## src/rtl/multicycle_control.sv

```systemverilog
// Multicycle CPU control FSM: fetch/decode/execute/memory/writeback sequencing,
// memory-hit wait counter with sticky timeout, and an absorbing halt state.
//
// state  | meaning
// FETCH  | request instruction; on ihit latch IR and advance PC
// DECODE | opcode available; HALT opcode diverts to HALT
// EXEC   | ALU operation, branch/jump PC update
// MEM    | data memory read (LW) or write (SW) until dhit
// WB     | register file write, then back to FETCH
// HALT   | absorbing until reset; all requests and enables low
module multicycle_control #(
  parameter logic [7:0] WAIT_MAX = 8'd255
) (
  input  logic        CLK,
  input  logic        nRST,
  input  logic [31:0] instr,
  input  logic        ihit,
  input  logic        dhit,
  input  logic        zero,
  output logic        iREN,
  output logic        dREN,
  output logic        dWEN,
  output logic        IRWrite,
  output logic        PCWrite,
  output logic        ExtOp,
  output logic        ALUSrc,
  output logic        RegWrite,
  output logic        MemToReg,
  output logic        halt,
  output logic        timeout,
  output logic [1:0]  PCSrc,
  output logic [2:0]  state
);

  typedef enum logic [2:0] {
    FETCH  = 3'd0,
    DECODE = 3'd1,
    EXEC   = 3'd2,
    MEM    = 3'd3,
    WB     = 3'd4,
    HALT   = 3'd5
  } state_t;

  localparam logic [5:0] OP_RTYPE = 6'h00;
  localparam logic [5:0] OP_J     = 6'h02;
  localparam logic [5:0] OP_JAL   = 6'h03;
  localparam logic [5:0] OP_BEQ   = 6'h04;
  localparam logic [5:0] OP_BNE   = 6'h05;
  localparam logic [5:0] OP_ADDIU = 6'h09;
  localparam logic [5:0] OP_SLTI  = 6'h0A;
  localparam logic [5:0] OP_SLTIU = 6'h0B;
  localparam logic [5:0] OP_ANDI  = 6'h0C;
  localparam logic [5:0] OP_ORI   = 6'h0D;
  localparam logic [5:0] OP_XORI  = 6'h0E;
  localparam logic [5:0] OP_LUI   = 6'h0F;
  localparam logic [5:0] OP_LW    = 6'h23;
  localparam logic [5:0] OP_SW    = 6'h2B;
  localparam logic [5:0] OP_HALT  = 6'h3F;

  state_t     cur;
  state_t     nxt;
  logic [7:0] wait_cnt;
  logic [7:0] wait_nxt;
  logic       timeout_set;
  logic [5:0] opc;
  logic       is_lw;
  logic       is_sw;
  logic       take_branch;
  logic       unused_instr;

  assign opc          = instr[31:26];
  assign unused_instr = ^instr[25:0];
  assign is_lw        = (opc == OP_LW);
  assign is_sw        = (opc == OP_SW);
  assign take_branch  = ((opc == OP_BEQ) && zero) || ((opc == OP_BNE) && !zero);
  assign state        = cur;

  always_comb begin
    ExtOp = 1'b0;
    case (opc)
      OP_ADDIU, OP_SLTI, OP_SLTIU, OP_LW, OP_SW, OP_BEQ, OP_BNE: ExtOp = 1'b1;
      default: ExtOp = 1'b0;
    endcase
  end

  always_comb begin
    ALUSrc = 1'b0;
    case (opc)
      OP_ADDIU, OP_SLTI, OP_SLTIU, OP_ANDI, OP_ORI, OP_XORI, OP_LUI,
      OP_LW, OP_SW: ALUSrc = 1'b1;
      OP_RTYPE, OP_BEQ, OP_BNE: ALUSrc = 1'b0;
      default: ALUSrc = 1'b0;
    endcase
  end

  always_comb begin
    nxt         = cur;
    wait_nxt    = 8'd0;
    timeout_set = 1'b0;
    iREN        = 1'b0;
    dREN        = 1'b0;
    dWEN        = 1'b0;
    IRWrite     = 1'b0;
    PCWrite     = 1'b0;
    PCSrc       = 2'd0;
    RegWrite    = 1'b0;
    MemToReg    = 1'b0;
    halt        = 1'b0;

    case (cur)
      FETCH: begin
        iREN = 1'b1;
        if (ihit) begin
          IRWrite = 1'b1;
          PCWrite = 1'b1;
          nxt     = DECODE;
        end else begin
          wait_nxt = wait_cnt + 8'd1;
          if (wait_nxt == WAIT_MAX) begin
            timeout_set = 1'b1;
            nxt         = HALT;
          end
        end
      end
      DECODE: nxt = (opc == OP_HALT) ? HALT : EXEC;
      EXEC: begin
        if (opc == OP_BEQ || opc == OP_BNE) begin
          PCWrite = take_branch;
          PCSrc   = take_branch ? 2'd1 : 2'd0;
          nxt     = FETCH;
        end else if (opc == OP_J) begin
          PCWrite = 1'b1;
          PCSrc   = 2'd2;
          nxt     = FETCH;
        end else if (opc == OP_JAL) begin
          PCWrite = 1'b1;
          PCSrc   = 2'd2;
          nxt     = WB;
        end else if (is_lw || is_sw) begin
          nxt = MEM;
        end else begin
          nxt = WB;
        end
      end
      MEM: begin
        dREN = is_lw;
        dWEN = is_sw && !is_lw;
        if (!is_lw && !is_sw) begin
          nxt = FETCH;
        end else if (dhit) begin
          nxt = is_lw ? WB : FETCH;
        end else begin
          wait_nxt = wait_cnt + 8'd1;
          if (wait_nxt == WAIT_MAX) begin
            timeout_set = 1'b1;
            nxt         = HALT;
          end
        end
      end
      WB: begin
        RegWrite = 1'b1;
        MemToReg = is_lw;
        nxt      = FETCH;
      end
      HALT: begin
        halt = 1'b1;
        nxt  = HALT;
      end
      default: nxt = FETCH;
    endcase

    // While reset is held, only the fetch request may be visible.
    if (!nRST) begin
      iREN     = 1'b1;
      dREN     = 1'b0;
      dWEN     = 1'b0;
      IRWrite  = 1'b0;
      PCWrite  = 1'b0;
      PCSrc    = 2'd0;
      RegWrite = 1'b0;
      MemToReg = 1'b0;
      halt     = 1'b0;
    end
  end

  always_ff @(posedge CLK) begin
    if (!nRST) begin
      cur      <= FETCH;
      wait_cnt <= 8'd0;
      timeout  <= 1'b0;
    end else begin
      cur      <= nxt;
      wait_cnt <= wait_nxt;
      if (timeout_set) timeout <= 1'b1;
    end
  end

endmodule

```

## config.mk

```make
export PLATFORM = sky130hd
export DESIGN_NAME = multicycle_control
export DESIGN_NICKNAME = d
export VERILOG_FILES = /design/src/rtl/multicycle_control.sv
export SDC_FILE = /design/constraint.sdc
export NUM_CORES = 1
export LEC_CHECK = 0
export ABC_AREA = 1
export BUFFER_PORTS_ARGS = -buffer_cell sky130_fd_sc_hd__buf_2
export CAP_MARGIN = 20
export CORE_MARGIN = 10
export CORE_UTILIZATION = 35
export DETAILED_ROUTE_END_ITERATION = 6
export GPL_TIMING_DRIVEN = 0
export PLACE_DENSITY = 0.72
export SLEW_MARGIN = 10
export SYNTH_ARGS = -nofsm -noshare
export SYNTH_HDL_FRONTEND = slang
export SYNTH_SLANG_ARGS = --single-unit
```

## constraint.sdc

```tcl
create_clock -name CLK -period 1.29 [get_ports CLK]
set_input_delay 0 -clock CLK [delete_from_list [all_inputs] [get_ports CLK]]
set_output_delay 0 -clock CLK [all_outputs]
set_load 0.05 [all_outputs]
```

==> results by group, run 1 <==
Die
  • Die span in y: 70.6 µm
  • Initial core utilization: 36.4%
  • Cell row count: 18
  • Die area: 0.00498 mm²
  • Die Wd: 70.6 µm
  • I/O pins: 53
  • Core Footprint: 0.00245 mm²

Yosys
  • Avg Inst Size Synth: 6.44 µm²
  • Synthesized net count: 178
  • Main synth FF type: dfxtp_1
  • Post-synth EDFFs: 0
  • Yosys warnings: 0
  • Post-synthesis cell count: ~140
  • Commonest cells post-synth: nand2_1 (30), nor2_1 (28), inv_1 (18), dfxtp_1 (12), nand3_1 (8)
  • Share of the synthesized area in the top cell type: 26.9%
  • Synth Cell Area: 895 µm²
  • Sequential cell area fraction in the yosys report: a little over a quarter
  • Synthesized flop and latch total: 12
  • Async S/R FF share, synth: 0%
  • Post-synth top area cell: dfxtp_1
  • Most common cell in the netlist: nand2_1
  • Count of cell types in the netlist: 27
  • Synth area leaders: dfxtp_1 (27%), nand2_1 (13%), nor2_1 (12%), inv_1 (7.6%), nand3_1 (4.5%)

Timing
  • Peak Freq: 0.727 GHz
  • RSZ-0062 raised after global routing: true
  • Worst Tran Pin Value: 812 ps
  • Setup tns final: -835 ps
  • Worst Skew: 6.60 ps
  • Worst Setup Slack, final: -86.0 ps
  • Tcrit/Tclk final: 107%
  • Slew Limit Fails: 0
  • Slew HR: a little under half
  • Final critical-path required period: 1380 ps
  • Hold Vio Cnt, Final: 0
  • Hold WS: 41.5 ps
  • Setup violators final: 17

Cells and area
  • Layout cells sized above 1: 50.3%
  • Fin nets: 217
  • Final Instance Area: between 0.001 and 0.0015 mm²
  • Post-Layout Cell Count: 207
  • # fillers: 217
  • Layout area overhead: 57.6%
  • Multi-input gate area: 732 µm²
  • # diodes: 0
  • Reg area: 262 µm²

Drt
  • First-pass DRT Iterations: 4
  • Via count: roughly 1.0k
  • First-iteration detailed-routing DRC count: 65
  • Detailed Route WL: 2580 µm
  • Routed vias/inst: around 5
  • ANT nets after route: 0
  • WL/cell: 12.5 µm
  • Drt drc: 0

Critical path
  • Most Frequent Cell on Critical Path: nand2_2
  • CP cell instances: inv_1 > ha_1 > nand4_1 > nor2_4 > nand3_4 > nand2_2 > nand2_2 > a21oi_2
  • Buf+Inv Stages, Crit Path: 1
  • Critical path required time: 1490 ps
  • CP peak stage delay: 360 ps
  • Crit path max fanout: 4
  • CP max-delay cell: dfxtp_4
  • CP top delay family: simple AND/OR/NAND/NOR gates
  • CP startpoint kind: flop
  • Critical Path Stages: 8
  • Worst Path Arrival: 1580 ps
  • Crit. End Element: flop
  • Critical path class: reg2reg
  • Worst reg-to-reg path cell count: 8

Pwr
  • Worst vdd ir: 840 µV
  • Cell leakage power: around 0.6 nW
  • P per Cell Area: 740 mW/mm²
  • Tot Pwr: 1.04 mW

Clock tree
  • Hold Buf Count CTS: 0
  • CTS Buffer Depth: 2
  • Clock sink count: 12
  • Total CTS buffers: 3
  • H-tree levels: 1
  • Skew-Pair Late Insertion Delay: 280 ps
  • CTS Root Cell: clkbuf_4
  • CTS tree: yes
  • Clk pin slew, worst setup/hold paths: 80 ps

Global route
  • Global-route wire length before repair: 4420 µm
  • Total congestion overflow: 0
  • Antenna violations before repair: 0
  • GRT Util Overall: 10.2%
  • Number of global-route vias before repair: between 1k and 1.5k
  • Largest net degree at the start of global routing: 11

Min path
  • HP Class: in2reg
  • Cell count of the worst hold path: 3

Placed design
  • Placed cell count: 195
  • Detailed placer's ending HPWL: approximately 2000 µm
  • GPL Wtd Cong: 0.904
  • Placed instance area: 0.00117 mm²
  • Port Buf Inserts: 26

Outcome
  • Status: finished with violations
  • Violated checks: setup timing

Job
  • MaxCap Viol Count: 0
==> power breakdown <==
group          leakage (nW)  total [mW]  switching (mW)  internal (mW)
logic                 0.470       0.337           0.231          0.106
registers             0.102       0.406          0.0238          0.382
clock network        0.0210       0.301           0.130          0.172
total                 0.593        1.04           0.384          0.660
==> what timing repair did <==
| item | 4_1_cts | 5_1_grt |
|---|---|---|
| buffers inserted | 6 | 2 |
| gates resized for setup | 34 | 13 |
| gates cloned | 0 | 0 |
| pin swaps | 6 | 6 |
| endpoints found under the setup margin | 15 | 24 |
==> worst paths after layout <==
check	startpoint	end	slack [ps]
hold reg to reg	wait_cnt[0]	wait_cnt[0]	450
setup / recovery	wait_cnt[0]	state[2]	-90
hold / removal	nRST	timeout	40
setup reg to reg	wait_cnt[0]	state[2]	-90
==> flip-flops by register name, indices dropped and copies added (netlist names) <==
| name | count |
|---|---|
| wait_cnt | 8 |
| state | 3 |
| timeout | 1 |
==> metal layers <==
layer  share of wire (%)  track usage (%)  vias to the layer above
li1                    -                -                      524
met2                  50             17.8                       33
met5                   0                0                        -
met1                  41             11.1                      478
met3                 7.6             3.77                        4
met4                 1.2             3.87                        0
==> cell usage in the layout, fill, tap and decap left out, drive strengths merged, types with 2 or more instances in the layout <==
master / count
dfxtp: 12
nand2: 35
nor2: 31
nand4: 5
inv: 18
buf: 34
a21oi: 5
nor3: 5
clkbuf: 5
nand3: 11
o21ai: 5
xor2: 2
ha: 2
==> through the flow <==
step,setup slack [ps],utilization [%]
after floorplan,-26.8,-
after global placement,-70.4,47.5
after detailed placement,-116,47.5
after CTS,-138,55.2
after global routing,-186,57.4
final,-86.0,57.4
==> worst register-to-register path: cells and delay by family (launching register included) <==
kind            cells  cell delay (ps)
buf+inv             1              110
flops               1              360
compound gates      1              120
fa+ha+maj           1              170
simple gates        5              540
==> cells by family (layout without fill, tap and decap cells) <==
kind of cell	Yosys count	in the layout	share of synthesized area (%)
XOR/XNOR	2	2	1.96
adder cells (fa/ha/maj)	2	2	2.80
flip-flops	12	12	26.9
AND/OR/NAND/NOR	90	90	49.5
buffers and inverters	20	58	8.39
AO/OA/AOI/OAI	13	13	10.5
==> layout make-up <==
type                            count  area share (%)
Inverter                           19            5.86
Multi-Input combinational cell    107            51.9
Sequential cell                    12            18.5
Timing Repair Buffer               34            18.2
Tap cell                           30            2.66
Clock buffer                        4            2.57
Buffer                              1           0.266
Power figures use the tool's default switching activity.
==> run 2: changes to the inputs <==
--- a/config.mk
+++ b/config.mk
@@ -17,3 +17,4 @@
 export SYNTH_ARGS = -nofsm -noshare
 export SYNTH_HDL_FRONTEND = slang
 export SYNTH_SLANG_ARGS = --single-unit
+export TNS_END_PERCENT = 5
==> run 2 against run 1 <==
  * The flow still finishes with violations (setup timing)
  * Sequential share of layout area up 0.61 points
  * Power down 1.3%
  * Clock power up 2%
  * Flip-flop and latch count unchanged
  * Register-to-register slack about the same
  * Global-route usage down 0.83 points
  * Final cell count down 1.9%
  * Combinational power down 6.2%
  * Utilization down 3.2 points
  * Via count down 2.8%
  * Largest cell class unchanged
  * Largest power group unchanged
  * Highest routed layer unchanged
==> results by group, run 2 (same netlist as run 1, synthesis figures left out) <==
Placed design
  • Detailed placer's ending HPWL: 1930 µm (-1.4%)
  • GPL Wtd Cong: 0.906 (+0.15%)
  • Port Buf Inserts: 26 (unchanged)

Drt
  • WL/cell: 12.1 µm (-3.0%)
  • Detailed Route WL: 2460 µm (-4.9%)
  • Via count: 1,010 (-2.8%)
  • Routed met1 length: 912 µm (-13%)
  • Drt drc: 0 (unchanged)
  • Top Metal Used: met4
  • Met3 Wirelength: 199 µm (+1.5%)
  • ANT nets after route: 0 (unchanged)
  • First-pass DRT Iterations: 4 (unchanged)
  • First-iteration detailed-routing DRC count: 90 (+38%)
  • WL met2: 1300 µm (-0.23%)
  • Routed vias/inst: 4.98 (-0.88%)

Die
  • Core Footprint: 0.00245 mm² (unchanged)
  • Die area: 0.00498 mm² (unchanged)
  • Die span in y: 70.6 µm (unchanged)
  • Initial core utilization: 36.4% (unchanged)
  • Cell row count: 18 (unchanged)
  • I/O pins: 53 (unchanged)
  • Die Wd: 70.6 µm (unchanged)

Timing
  • RSZ-0062 raised after global routing: true
  • Hold WS: 29.8 ps (-11.7 ps)
  • Tcrit/Tclk final: 108% (+0.86 points)
  • Peak Freq: 0.721 GHz (-0.80%)
  • Setup violators final: 5 (-12)
  • Hold Vio Cnt, Final: 0 (unchanged)
  • Slew HR: 49.2% (+3.3 points)
  • Worst Setup Slack, final: -97.2 ps (-11.1 ps)
  • Slew Limit Fails: 0 (unchanged)
  • Worst Skew: 2.44 ps (-4.17 ps)
  • Final critical-path required period: 1390 ps (+11.1 ps)
  • Worst Tran Pin Value: 762 ps (-50.2 ps)
  • Setup tns final: -351 ps (+484 ps)

Clock tree
  • H-tree levels: 1 (unchanged)
  • CTS Buffer Depth: 2 (unchanged)
  • CTS tree: yes
  • Total CTS buffers: 3 (unchanged)
  • Clk pin slew, worst setup/hold paths: 80 ps (about the same)
  • Clock sink count: 12 (unchanged)
  • Skew-Pair Late Insertion Delay: 280 ps (about the same)
  • Hold Buf Count CTS: 0 (unchanged)
  • CTS Root Cell: clkbuf_4

Pwr
  • Worst vdd ir: 659 µV (-22%)
  • P per Cell Area: 773 mW/mm² (+4.4%)
  • Cell leakage power: 0.573 nW (-3.3%)

Critical path
  • Crit path max fanout: 4 (unchanged)
  • CP startpoint: wait_cnt[0]
  • Worst reg-to-reg path cell count: 9 (+1)
  • R2R Setup Slk: -100 ps (about the same)
  • CP startpoint kind: flop
  • Critical path class: reg2reg
  • RR Endpoint: state[2]
  • CP Capture Point: state[2]
  • RR Startpoint: wait_cnt[0]
  • Crit. End Element: flop
  • Worst Path Arrival: 1600 ps (+20 ps)
  • Critical path required time: 1500 ps (about the same)

Cells and area
  • Layout cells sized above 1: 43.4% (-6.9 points)
  • Top reg by flops: wait_cnt
  • Fin nets: 213 (-1.8%)
  • Commonest non-fill, non-tap cell in the layout: nand2_1
  • Final core occ: 54.3% (-3.2 points)
  • Max FFs per register: 8 (unchanged)
  • Most frequent cells in the layout: nand2_1 (28), nor2_1 (23), inv_1 (17)
  • # diodes: 0 (unchanged)
  • Layout area overhead: 49.0%

Global route
  • Largest net degree at the start of global routing: 11 (unchanged)
  • Global-route wire length before repair: 4140 µm (-6.3%)
  • GRT Util Overall: 9.42% (-0.83 points)
  • Antenna violations before repair: 0 (unchanged)
  • Number of global-route vias before repair: 1,006 (-0.79%)
  • Total congestion overflow: 0 (unchanged)

Outcome
  • Status: finished with violations
  • Violated checks: setup timing

Min path
  • HP Class: in2reg
  • Hold Crit Start: nRST

Job
  • MaxCap Viol Count: 0 (unchanged)
-- run 2: where the power goes --
| group | leakage, nW | switching (mW) | internal [mW] |
|---|---|---|---|
| Clock | 0.0210 | 0.136 | 0.172 |
| Sequential | 0.101 | 0.0220 | 0.384 |
| Combinational | 0.452 | 0.218 | 0.0985 |
-- run 2: worst min-delay path by stage --
| stage | endpoint | depth (start not counted) |
|---|---|---|
| after floorplan | timeout | 2 |
| after global placement | timeout | 3 |
| after detailed placement | timeout | 3 |
| after CTS | timeout | 3 |
| after global routing | timeout | 3 |
| final | timeout | 3 |
-- run 2: per-layer routing --
| layer | vias up | track usage [%] |
|---|---|---|
| met5 | - | 0 |
| met4 | 0 | 3.44 |
| met3 | 5 | 3.07 |
| met2 | 27 | 17.3 |
| met1 | 459 | 9.75 |
| li1 | 519 | - |
-- run 2: cell type report --
type	instances	area, µm²
plain buffers	1	3.75
clock buffers	4	36.3
fillers	225	1120
inverters	19	78.8
multi-input cells	107	699
flip-flops and latches	12	255
well taps	30	37.5
repair buffers	30	221
-- run 2: what timing repair did --
item,in CTS,in global routing
hold endpoints to repair,0,0
gates resized for setup,30,12
buffers inserted,4,0
pin swaps,3,3
endpoints found under the setup margin,21,23
-- run 2: worst max-delay path: stages, from the launching register on --
cell and delay, ps:
dfxtp_4 370, ha_4 140, nand3_2 110, o21ai_2 150
nand2_2 80, nor2_4 120, nand3_4 100, nand2_2 60
nand2_1 60, a21oi_2 120
-- run 2: per-stage QoR --
stage	cells	power (mW)	worst slack (ps)	area, µm²
floorplan	139	0.609	-81.0	965
CTS	203	1.03	-104	1300
detailed placement	195	0.683	-212	1130
global route	203	1.09	-199	1330
finish	203	1.03	-97.2	1330
global placement	195	0.677	-174	1130
